## config.mk

```make
export PLATFORM = sky130hd
export DESIGN_NAME = vrf_bank_read_responder
export DESIGN_NICKNAME = d
export VERILOG_FILES = /design/src/rtl/vrf_bank_read_responder.sv
export SDC_FILE = /design/constraint.sdc
export NUM_CORES = 1
export LEC_CHECK = 0
export BUFFER_PORTS_ARGS = -buffer_cell sky130_fd_sc_hd__buf_2
export CELL_PAD_IN_SITES_DETAIL_PLACEMENT = 0
export CELL_PAD_IN_SITES_GLOBAL_PLACEMENT = 1
export CORE_MARGIN = 2
export CORE_UTILIZATION = 27
export DETAILED_ROUTE_END_ITERATION = 10
export PLACE_DENSITY_LB_ADDON = 0.1
export SYNTH_ARGS = -nofsm -noshare
export SYNTH_HDL_FRONTEND = slang
export SYNTH_SLANG_ARGS = --single-unit
```

## constraint.sdc

```tcl
create_clock -name clock -period 1.5 [get_ports clock]
set_input_delay 0.15 -clock clock [delete_from_list [all_inputs] [get_ports clock]]
set_output_delay 0.15 -clock clock [all_outputs]
set_load 0.02 [all_outputs]
```

## src/rtl/vrf_bank_read_responder.sv

```systemverilog
// rtl/vrf_bank_read_responder.sv - VRF bank responder: arbitrates two read pipes and one write port onto a single-port SRAM
//
// Purpose:
//    Accepts read requests from two read pipes and writes from one write port,
//    issuing at most one SRAM access per cycle. Read data returns to the granted
//    port with a fixed latency of two cycles after the request handshake.
//
// Ports:
//    clock, reset                 clock; synchronous active-high reset
//    rd{0,1}_valid / _ready       read request handshake
//    rd{0,1}_vs / _offset         read address (register index, word offset)
//    rd{0,1}_readSource           source tag, carried by the read pipe
//    rd{0,1}_instructionIndex     instruction tag, carried by the read pipe
//    rd{0,1}_result / _valid      read data and one-cycle completion pulse
//    wr_valid / wr_ready          write handshake
//    wr_vs, wr_offset             write address
//    wr_data, wr_mask             write data and byte enables
//    sram_en, sram_we             SRAM access enable and write enable
//    sram_addr                    SRAM word address {vs, offset}
//    sram_wdata, sram_wmask       SRAM write data and byte mask
//    sram_rdata                   SRAM read data, valid the cycle after a read

module vrf_bank_read_responder #(
   parameter int DATA_WIDTH   = 32,
   parameter int VS_WIDTH     = 5,
   parameter int OFFSET_WIDTH = 7,
   parameter int STARVE_LIMIT = 4
) (
   input  logic                             clock,
   input  logic                             reset,

   input  logic                             rd0_valid,
   output logic                             rd0_ready,
   input  logic [VS_WIDTH-1:0]              rd0_vs,
   input  logic [OFFSET_WIDTH-1:0]          rd0_offset,
   input  logic [1:0]                       rd0_readSource,
   input  logic [2:0]                       rd0_instructionIndex,
   output logic [DATA_WIDTH-1:0]            rd0_result,
   output logic                             rd0_result_valid,

   input  logic                             rd1_valid,
   output logic                             rd1_ready,
   input  logic [VS_WIDTH-1:0]              rd1_vs,
   input  logic [OFFSET_WIDTH-1:0]          rd1_offset,
   input  logic [1:0]                       rd1_readSource,
   input  logic [2:0]                       rd1_instructionIndex,
   output logic [DATA_WIDTH-1:0]            rd1_result,
   output logic                             rd1_result_valid,

   input  logic                             wr_valid,
   output logic                             wr_ready,
   input  logic [VS_WIDTH-1:0]              wr_vs,
   input  logic [OFFSET_WIDTH-1:0]          wr_offset,
   input  logic [DATA_WIDTH-1:0]            wr_data,
   input  logic [DATA_WIDTH/8-1:0]          wr_mask,

   output logic                             sram_en,
   output logic                             sram_we,
   output logic [VS_WIDTH+OFFSET_WIDTH-1:0] sram_addr,
   output logic [DATA_WIDTH-1:0]            sram_wdata,
   output logic [DATA_WIDTH/8-1:0]          sram_wmask,
   input  logic [DATA_WIDTH-1:0]            sram_rdata
);

   localparam logic [3:0] STARVE_THRESHOLD = 4'(STARVE_LIMIT);

   logic [3:0]            starve_count;
   logic                  starve;
   logic                  read_pending;
   logic                  write_fire;
   logic                  read_fire;
   logic                  grant_port;
   logic                  last_grant;
   logic                  s1_v;
   logic                  s1_port;
   logic                  result_valid0;
   logic                  result_valid1;
   logic [DATA_WIDTH-1:0] result0;
   logic [DATA_WIDTH-1:0] result1;

   // The tags travel alongside the request inside the read pipe; the bank
   // never needs to look at them.
   logic unused_tags;
   assign unused_tags = ^{rd0_readSource, rd0_instructionIndex,
                          rd1_readSource, rd1_instructionIndex};

   always_comb begin
      read_pending = rd0_valid | rd1_valid;
      starve       = (starve_count >= STARVE_THRESHOLD);

      // Writes take the slot unless reads have been starved long enough.
      write_fire = ~reset & wr_valid & ~(starve & read_pending);
      read_fire  = ~reset & read_pending & (~wr_valid | starve);

      // With both ports asking, hand the slot to whichever did not win last.
      grant_port = (rd0_valid & rd1_valid) ? ~last_grant : rd1_valid;

      wr_ready  = write_fire;
      rd0_ready = read_fire & ~grant_port;
      rd1_ready = read_fire & grant_port;

      sram_en    = write_fire | read_fire;
      sram_we    = write_fire;
      sram_wdata = wr_data;
      sram_wmask = wr_mask;
      if (write_fire) begin
         sram_addr = {wr_vs, wr_offset};
      end else if (grant_port) begin
         sram_addr = {rd1_vs, rd1_offset};
      end else begin
         sram_addr = {rd0_vs, rd0_offset};
      end
   end

   always_ff @(posedge clock) begin
      if (reset) begin
         starve_count  <= 4'd0;
         last_grant    <= 1'b1;
         s1_v          <= 1'b0;
         s1_port       <= 1'b0;
         result_valid0 <= 1'b0;
         result_valid1 <= 1'b0;
         result0       <= '0;
         result1       <= '0;
      end else begin
         if (read_fire) begin
            starve_count <= 4'd0;
            last_grant   <= grant_port;
         end else if (!read_pending) begin
            starve_count <= 4'd0;
         end else if (write_fire && starve_count != 4'hF) begin
            starve_count <= starve_count + 4'd1;
         end

         // Stage 1: remember who owns the SRAM read issued this cycle.
         s1_v    <= read_fire;
         s1_port <= grant_port;

         // Stage 2: SRAM data is now valid; steer it to the owning port.
         result_valid0 <= s1_v & ~s1_port;
         result_valid1 <= s1_v & s1_port;
         if (s1_v && !s1_port) begin
            result0 <= sram_rdata;
         end
         if (s1_v && s1_port) begin
            result1 <= sram_rdata;
         end
      end
   end

   // Completion pulses are suppressed while reset is held so that a read
   // caught in flight never reports.
   assign rd0_result_valid = result_valid0 & ~reset;
   assign rd1_result_valid = result_valid1 & ~reset;
   assign rd0_result       = result0;
   assign rd1_result       = result1;

endmodule

```

==> results of run 1 <==
[area by class of cell]
class                   instances  area [µm²]  share of cell area, %
clock buffers                  14         274                   6.20
repair buffers                174        1050                   23.8
flip-flops and latches         73        1470                   33.2
well taps                     143         179                   4.05
inverters                       3        11.3                  0.255
multi-input cells             244        1400                   31.7
clock inverters                 2        35.0                  0.792
[worst register-to-register path: cells and delay by family (launching register included)]
kind,cells,cell delay (ns)
AO/OA/AOI/OAI,2,0.56
flip-flops,1,0.35
AND/OR/NAND/NOR,1,0.05
buffers and inverters,2,0.27
[what timing repair did]
item | CTS | global route
setup buffers | 6 | 1
cloned | 1 | 0
pin swaps | 5 | 1
resized for setup | 40 | 17
endpoints found under the setup margin | 16 | 14
[path summary, 6_finish.rpt]
check	slack (ns)	start	end	depth (start not counted)
worst max-delay path	-0.30	last_grant	sram_addr[4]	4
worst min-delay path	0.07	sram_rdata[22]	rd1_result[22]	3
worst max register to register	0.16	starve_count[2]	last_grant	5
worst min register to register	0.43	starve_count[0]	starve_count[0]	1
[state kept, by name (all words and copies together), names as in the netlist]
| signal | flops |
|---|---|
| last_grant | 1 |
| result_valid0 | 1 |
| starve_count | 4 |
| s1_v | 1 |
| s1_port | 1 |
| rd0_result | 32 |
| rd1_result | 32 |
| result_valid1 | 1 |
[stage by stage]
step           area, µm²  hold slack (ns)
3_3_place_gp        3850            0.300
6_report            4420           0.0723
5_1_grt             4420           0.0558
3_5_place_dp        3850            0.300
4_1_cts             4360           0.0554
2_1_floorplan       3140            0.286
[kinds of logic (layout without fill, tap and decap cells)]
family / Yosys count / after routing / synth area share, %
other: 1 / 1 / 0.119
multiplexers: 24 / 24 / 9.56
AO/OA/AOI/OAI: 71 / 72 / 12.7
AND/OR/NAND/NOR: 146 / 146 / 18.2
flip-flops: 73 / 73 / 46.5
adder cells (fa/ha/maj): 1 / 1 / 0.398
buffers and inverters: 65 / 193 / 12.5
[synthesized netlist by cell type]
cell type	n
a2111oi_2	1
a211o_1	2
a21bo_4	1
a21oi_1	64
and2_1	2
and3_1	1
buf_1	1
buf_2	1
buf_4	37
buf_6	1
clkbuf_1	22
conb_1	1
dfxtp_1	73
ha_1	1
inv_1	3
mux2_2	16
mux2_4	8
nand2_1	130
nand2b_1	1
nor2_1	6
nor2b_1	4
nor3_1	2
o2111a_1	2
o21ai_2	1
[placed cells by master, fill, tap and decap left out, drive strengths merged]
| master | count |
|---|---|
| buf | 174 |
| nand2 | 130 |
| dfxtp | 73 |
| a21oi | 64 |
| mux2 | 24 |
| clkbuf | 14 |
| nor2 | 6 |
| nor2b | 4 |
| inv | 3 |
| a21bo | 2 |
| a211o | 2 |
| nor3 | 2 |
| o2111a | 2 |
| and2 | 2 |
| o21ai | 1 |
| a2111oi | 1 |
| and3 | 1 |
| nand2b | 1 |
| ha | 1 |
| bufinv | 1 |
| clkinv | 1 |
| conb | 1 |
[power by group through the flow]
stage / combinational, mW / sequential, mW / clock [mW]
global route: 0.876 / 2.06 / 2.37
floorplan: 0.464 / 2.17 / 0
global placement: 0.697 / 2.09 / 0
detailed placement: 0.701 / 2.09 / 0
finish: 0.810 / 2.05 / 2.18
CTS: 0.789 / 2.05 / 2.26
[per-layer routing]
metal  up-vias  track usage, %  wire length (µm)
met2       130            22.9              4130
met5         -               0                 0
met3        15            5.23               714
met4         0            6.26               136
li1       1446               -                 -
met1      1320            17.7              4090
==> out/qor.csv, run 1 <==
stage;metric;value;unit
critical_path;worstPathCellList;a21bo_4, mux2_4, mux2_4, buf_6;
critical_path;critical-path-max-stage-delay;0.35;ns
timing;drv_slew;0;
layout;antennaDiodeCount;0;
power_and_ir_drop;vdd.ir_drop.worst;458;µV
drt;ant_nets;0;
critical_path;crit_arrival;1.65;ns
clocking;buffer_cell_driving_the_clock_tree_root;clkbuf_16;
grt;number_of_antenna_violations_at_the_first_check_in_global_routing;0;
grt;grt_pass1_wl;14300;µm
grt;number_of_global_route_vias_before_repair;2841;
critical_path;crit_family;multiplexers;
clocking;clock_transition_time_at_the_flip_flop_clock_pins_of_the_worst_setup_and_hold_paths;0.06;ns
grt;grt_start_max_net_pins;41;
power_and_ir_drop;clockPowerShare;43.3;%
yosys;syn_area;3140;µm²
yosys;synth_top_area_share;46.5;%
layout;synthToLayoutAreaGrowth;40.8;%
timing;final.setup.tns;-3.76;ns
floorplanning;initial_utilization;27.6;%
flow_run;drv_cap;0;
layout;post_route_cells_drive_above_1_share;43.9;%
clocking;cts.htree.levels;3;
timing;final_critical_path_setup_slack;-0.302;ns
place;detailedPlacementHpwl;6060;µm
clocking;holdBufCountCts;0;
drt;num_vias;2911;
floorplanning;design.die.area;12500;µm²
layout;fill_cells;1211;
critical_path;worstPathRequired;1.35;ns
outcome;violations;negative setup slack;
yosys;yosysSeqAreaShare;46.5;%
critical_path;critPathKind;register to output port;
timing;setup_viol;14;
layout;final_core_util;38.9;%
outcome;run_status;finished with violations;
clocking;worst_skew_pair.late_latency;0.32;ns
yosys;synth.largest_area_cell;dfxtp_1;
place;pre_cts_ws;-0.143;ns
yosys;syn_inst;381;
critical_path;worstPathMaxFanout;7;
layout;final_cell_count_no_fill;653;
power_and_ir_drop;totalPowerFinal;5.04;mW
timing;final.period_utilization;120;%
floorplanning;core.rowCount;39;
timing;timing.fmax;555;MHz
grt;gr-total-overflow;0;
drt;first_iter_violations;106;
power_and_ir_drop;pwr-share-comb;16.1;%
place;cells_after_dpl;630;
grt;grt_util_all_layers;14.4;%
floorplanning;core_outline_area;11400;µm²
clocking;cts_max_path_buffers;2;
timing;fin_skew;0.00349;ns
drt;viasPerCell;4.46;
critical_path;element_type_at_the_critical_path_end;output port;
yosys;ys_types;24;
floorplanning;die_width;112;µm
power_and_ir_drop;p_switching;1.22;mW
power_and_ir_drop;switching_share;24.3;%
layout;fin_nets;625;
yosys;synth.area.top_cells;dfxtp_1 47%, nand2_1 16%, a21oi_1 10%;
floorplanning;die_height;112;µm
clocking;cts_tree;built;
yosys;avgSynthCellArea;8.24;µm²
yosys;synth-warning-count;0;
timing;finalHoldViolations;0;
power_and_ir_drop;power_frac_seq;40.6;%
yosys;synth-seq-cells;73;
place;place.gp.congestion;0.713;
critical_path;critical-path-top-cell-by-count;mux2_4;
power_and_ir_drop;power_report.internal_total;3.82;mW
yosys;synth_fp_nets;501;
drt;routed_wirelength;9060;µm
place;placement.io_buffers;155;
worst_hold_path;holdCritPathClass;primary input to register;
drt;drt-pass1-iter-count;4;
critical_path;critPathBufInv;1;
critical_path;cpMaxStageDelayCell;dfxtp_4;
drt;drc_errors;0;
critical_path;critPathLaunchType;register;
timing;finalCriticalPeriod;1.80;ns
clocking;tritoncts.num_buffers;9;
power_and_ir_drop;p_per_area;1140;nW/µm²
drt;routedWlPerCell;13.9;µm
timing;unrepaired_setup_endpoints_after_global_routing;yes;
clocking;tritoncts_sinks;73;
floorplanning;pin_count;238;
power_and_ir_drop;power.static_leakage;2.11;nW
Power figures use the tool's default switching activity.
==> run 2: changes to the inputs <==
ABC_AREA = 1   (was default)
CORE_UTILIZATION = 26   (was 27)
==> run 2 against run 1 <==
  * Sequential share of layout area about the same
  * Register-to-register slack better by 0.23 ns
  * Fmax up 20%
  * Global-route usage down 0.26 points
  * Clock skew up 0.0015 ns
  * Wire length up 3.9%
  * Area after synthesis up 0.44%
  * First-iteration DRC count down 45%
  * The run still ends with negative setup slack left
  * Core utilization down 1.8 points
  * Largest cell class unchanged
==> out/qor.csv, run 2 <==
stage;metric;value;unit;change
worst_hold_path;holdCritPathClass;primary input to register;;
floorplanning;core.rowCount;40;;+2.6%
clocking;worst_skew_pair.late_latency;0.33;ns;about the same
place;cells_after_dpl;686;;+8.9%
grt;number_of_global_route_vias_before_repair;2875;;+1.2%
outcome;run_status;finished with violations;;
yosys;synth-warning-count;0;;unchanged
clocking;tritoncts.num_buffers;9;;unchanged
clocking;buffer_cell_driving_the_clock_tree_root;clkbuf_16;;
yosys;yosysSeqAreaShare;46.3;%;-0.20 points
drt;num_vias;3057;;+5.0%
worst_hold_path;min_delay_worst_endpoint;rd0_result[18];;
outcome;violations;negative setup slack;;
clocking;clock_transition_time_at_the_flip_flop_clock_pins_of_the_worst_setup_and_hold_paths;0.06;ns;about the same
drt;drc_errors;0;;unchanged
critical_path;worst-r2r-cell-count;8;;+3
timing;drv_slew;0;;unchanged
critical_path;worstPathRequired;1.35;ns;about the same
timing;finalCriticalPeriod;1.50;ns;-0.299 ns
power_and_ir_drop;power.static_leakage;2.22;nW;+5.2%
clocking;holdBufCountCts;0;;unchanged
drt;drt-pass1-iter-count;4;;unchanged
timing;finalHoldViolations;0;;unchanged
timing;final.period_utilization;100;%;-20 points
power_and_ir_drop;totalPowerFinal;5.07;mW;+0.54%
clocking;cts.htree.levels;3;;unchanged
floorplanning;design.die.area;13000;µm²;+4.1%
floorplanning;initial_utilization;26.5;%;-1.1 points
yosys;synth.largest_area_cell;dfxtp_1;;
critical_path;reg2reg_setup_slack;0.39;ns;+0.23 ns
yosys;synth_enable_flop_cells;0;;unchanged
critical_path;crit-reg2reg-launch;starve_count[2];;
layout;final_cell_count_no_fill;713;;+9.2%
critical_path;crit_arrival;1.35;ns;-0.30 ns
yosys;synth-async-reset-ratio;0;%;unchanged
grt;grt_start_max_net_pins;37;;-9.8%
timing;setup_viol;2;;-12
critical_path;critPathKind;register to output port;;
clocking;tritoncts_sinks;73;;unchanged
yosys;synth.area.top_cells;dfxtp_1 46%, nor2_1 16%, o21ai_0 12%;;
yosys;avgSynthCellArea;7.25;µm²;-12%
grt;grt_util_all_layers;14.2;%;-0.26 points
drt;viasPerCell;4.29;;-3.8%
drt;first_iter_violations;58;;-45%
worst_hold_path;min_from;sram_rdata[18];;
yosys;synth-seq-cells;73;;unchanged
floorplanning;pin_count;238;;unchanged
timing;final.setup.tns;-0.00456;ns;+3.75 ns
floorplanning;core_outline_area;11900;µm²;+4.8%
clocking;cts_tree;built;;
yosys;ys_types;22;;-8.3%
power_and_ir_drop;vdd.ir_drop.worst;446;µV;-2.7%
timing;final_critical_path_setup_slack;-0.00232;ns;+0.299 ns
timing;fin_skew;0.00496;ns;+0.00148 ns
layout;synthToLayoutAreaGrowth;40.1;%;
drt;routedWlPerCell;13.2;µm;-4.9%
critical_path;element_type_at_the_critical_path_end;output port;;
drt;routed_wirelength;9410;µm;+3.9%
layout;final_common_cell;buf_2;;
floorplanning;die_width;114;µm;+2.1%
flow_run;drv_cap;0;;unchanged
layout;commonest_cells_after_routing_fill_and_taps_aside;141 x buf_2, 134 x nor2_1, 70 x dfxtp_1;;
grt;grt_pass1_wl;14300;µm;-0.24%
layout;post_route_cells_drive_above_1_share;40.5;%;-3.5 points
place;pre_cts_ws;0.173;ns;+0.317 ns
yosys;synth_top_area_share;46.3;%;-0.20 points
critical_path;endpoint_of_the_lowest_slack_register_to_register_path;starve_count[2];;
critical_path;worstPathMaxFanout;7;;unchanged
timing;unrepaired_setup_endpoints_after_global_routing;yes;;
layout;fill_cells;1345;;+11%
yosys;syn_area;3150;µm²;+0.44%
place;placement.io_buffers;155;;unchanged
yosys;synth.most_common_cell;nor2_1;;
yosys;synth_fp_nets;555;;+11%
critical_path;critPathLaunchType;register;;
layout;antennaDiodeCount;0;;unchanged
clocking;cts_max_path_buffers;2;;unchanged
yosys;syn_inst;435;;+14%
floorplanning;die_height;114;µm;+2.1%
grt;gr-total-overflow;0;;unchanged
yosys;synth_commonest_cells;136 x nor2_1, 75 x o21ai_0, 73 x dfxtp_1;;
place;place.gp.congestion;0.743;;+4.2%
grt;number_of_antenna_violations_at_the_first_check_in_global_routing;0;;unchanged
yosys;ys_dominant_reg_cell;dfxtp_1;;
timing;timing.fmax;666;MHz;+20%
timing;whs;0.0523;ns;-0.0200 ns
layout;fin_nets;681;;+9.0%
drt;ant_nets;0;;unchanged
place;detailedPlacementHpwl;6260;µm;+3.2%
power_and_ir_drop;p_per_area;1150;nW/µm²;+0.57%
worst_hold_path;hold_depth;3;;unchanged
==> run 2: worst max path at each step <==
stage,from,to,slack [ns],cells after the start
3_5_place_dp,starve_count[2],sram_addr[2],0.17,8
6_report,starve_count[3],sram_addr[10],-0.002,8
2_1_floorplan,last_grant,sram_addr[0],0.15,5
3_3_place_gp,last_grant,sram_addr[11],0.19,5
5_1_grt,starve_count[3],sram_addr[11],-0.08,8
4_1_cts,starve_count[2],sram_addr[10],-0.02,8
==> run 2: where the power goes <==
part / internal, mW / switching (mW)
Sequential: 2.05 / 0.0500
Combinational: 0.365 / 0.558
Clock: 1.21 / 0.840
==> run 2: cell families after synthesis <==
kind of cell	count (synthesis)	share of synthesized area, %
AND/OR/NAND/NOR	180	22.1
AO/OA/AOI/OAI	91	14.5
buffers and inverters	89	16.5
flip-flops	73	46.3
adder cells (fa/ha/maj)	1	0.397
other	1	0.119
==> run 2: repair_timing <==
action                     CTS  global route
buffers inserted             4             2
setup endpoints to repair   17            16
resized for setup           64            27
gates cloned                 5             0
hold endpoints to repair     0             0
pin swaps                    8             6
==> run 2: through the flow <==
step / area [µm²] / util (%)
2_1_floorplan: 3150 / -
3_3_place_gp: 3800 / 31.9
3_5_place_dp: 3800 / 31.9
4_1_cts: 4320 / 36.3
5_1_grt: 4420 / 37.1
6_report: 4420 / 37.1
==> run 2: critical path, cell delays in order, from the launching register on <==
cell and delay, ns:
dfxtp_2 0.33, inv_2 0.04, nand2_4 0.07, nand2_4 0.07, nand2_8 0.14, clkinv_8 0.09, nand2_1 0.06, o21ai_1 0.05
buf_4 0.15
==> run 2: per-layer routing <==
| metal | part of all wire [%] | global-route usage, % |
|---|---|---|
| met1 | 43 | 16.2 |
| met2 | 48 | 23.6 |
| met3 | 7.4 | 5.51 |
| met4 | 1.9 | 6.10 |
| met5 | 0 | 0 |
==> run 2: cell type report <==
type | instances | area, µm² | share of cell area [%]
clock inverter | 4 | 27.5 | 0.623
timing repair buffer | 170 | 986 | 22.3
tap | 147 | 184 | 4.16
timing repair inverter | 2 | 27.5 | 0.623
clock buffer | 12 | 256 | 5.80
sequential | 73 | 1470 | 33.1
multi-input combinational | 276 | 1350 | 30.6
inverter | 29 | 121 | 2.75
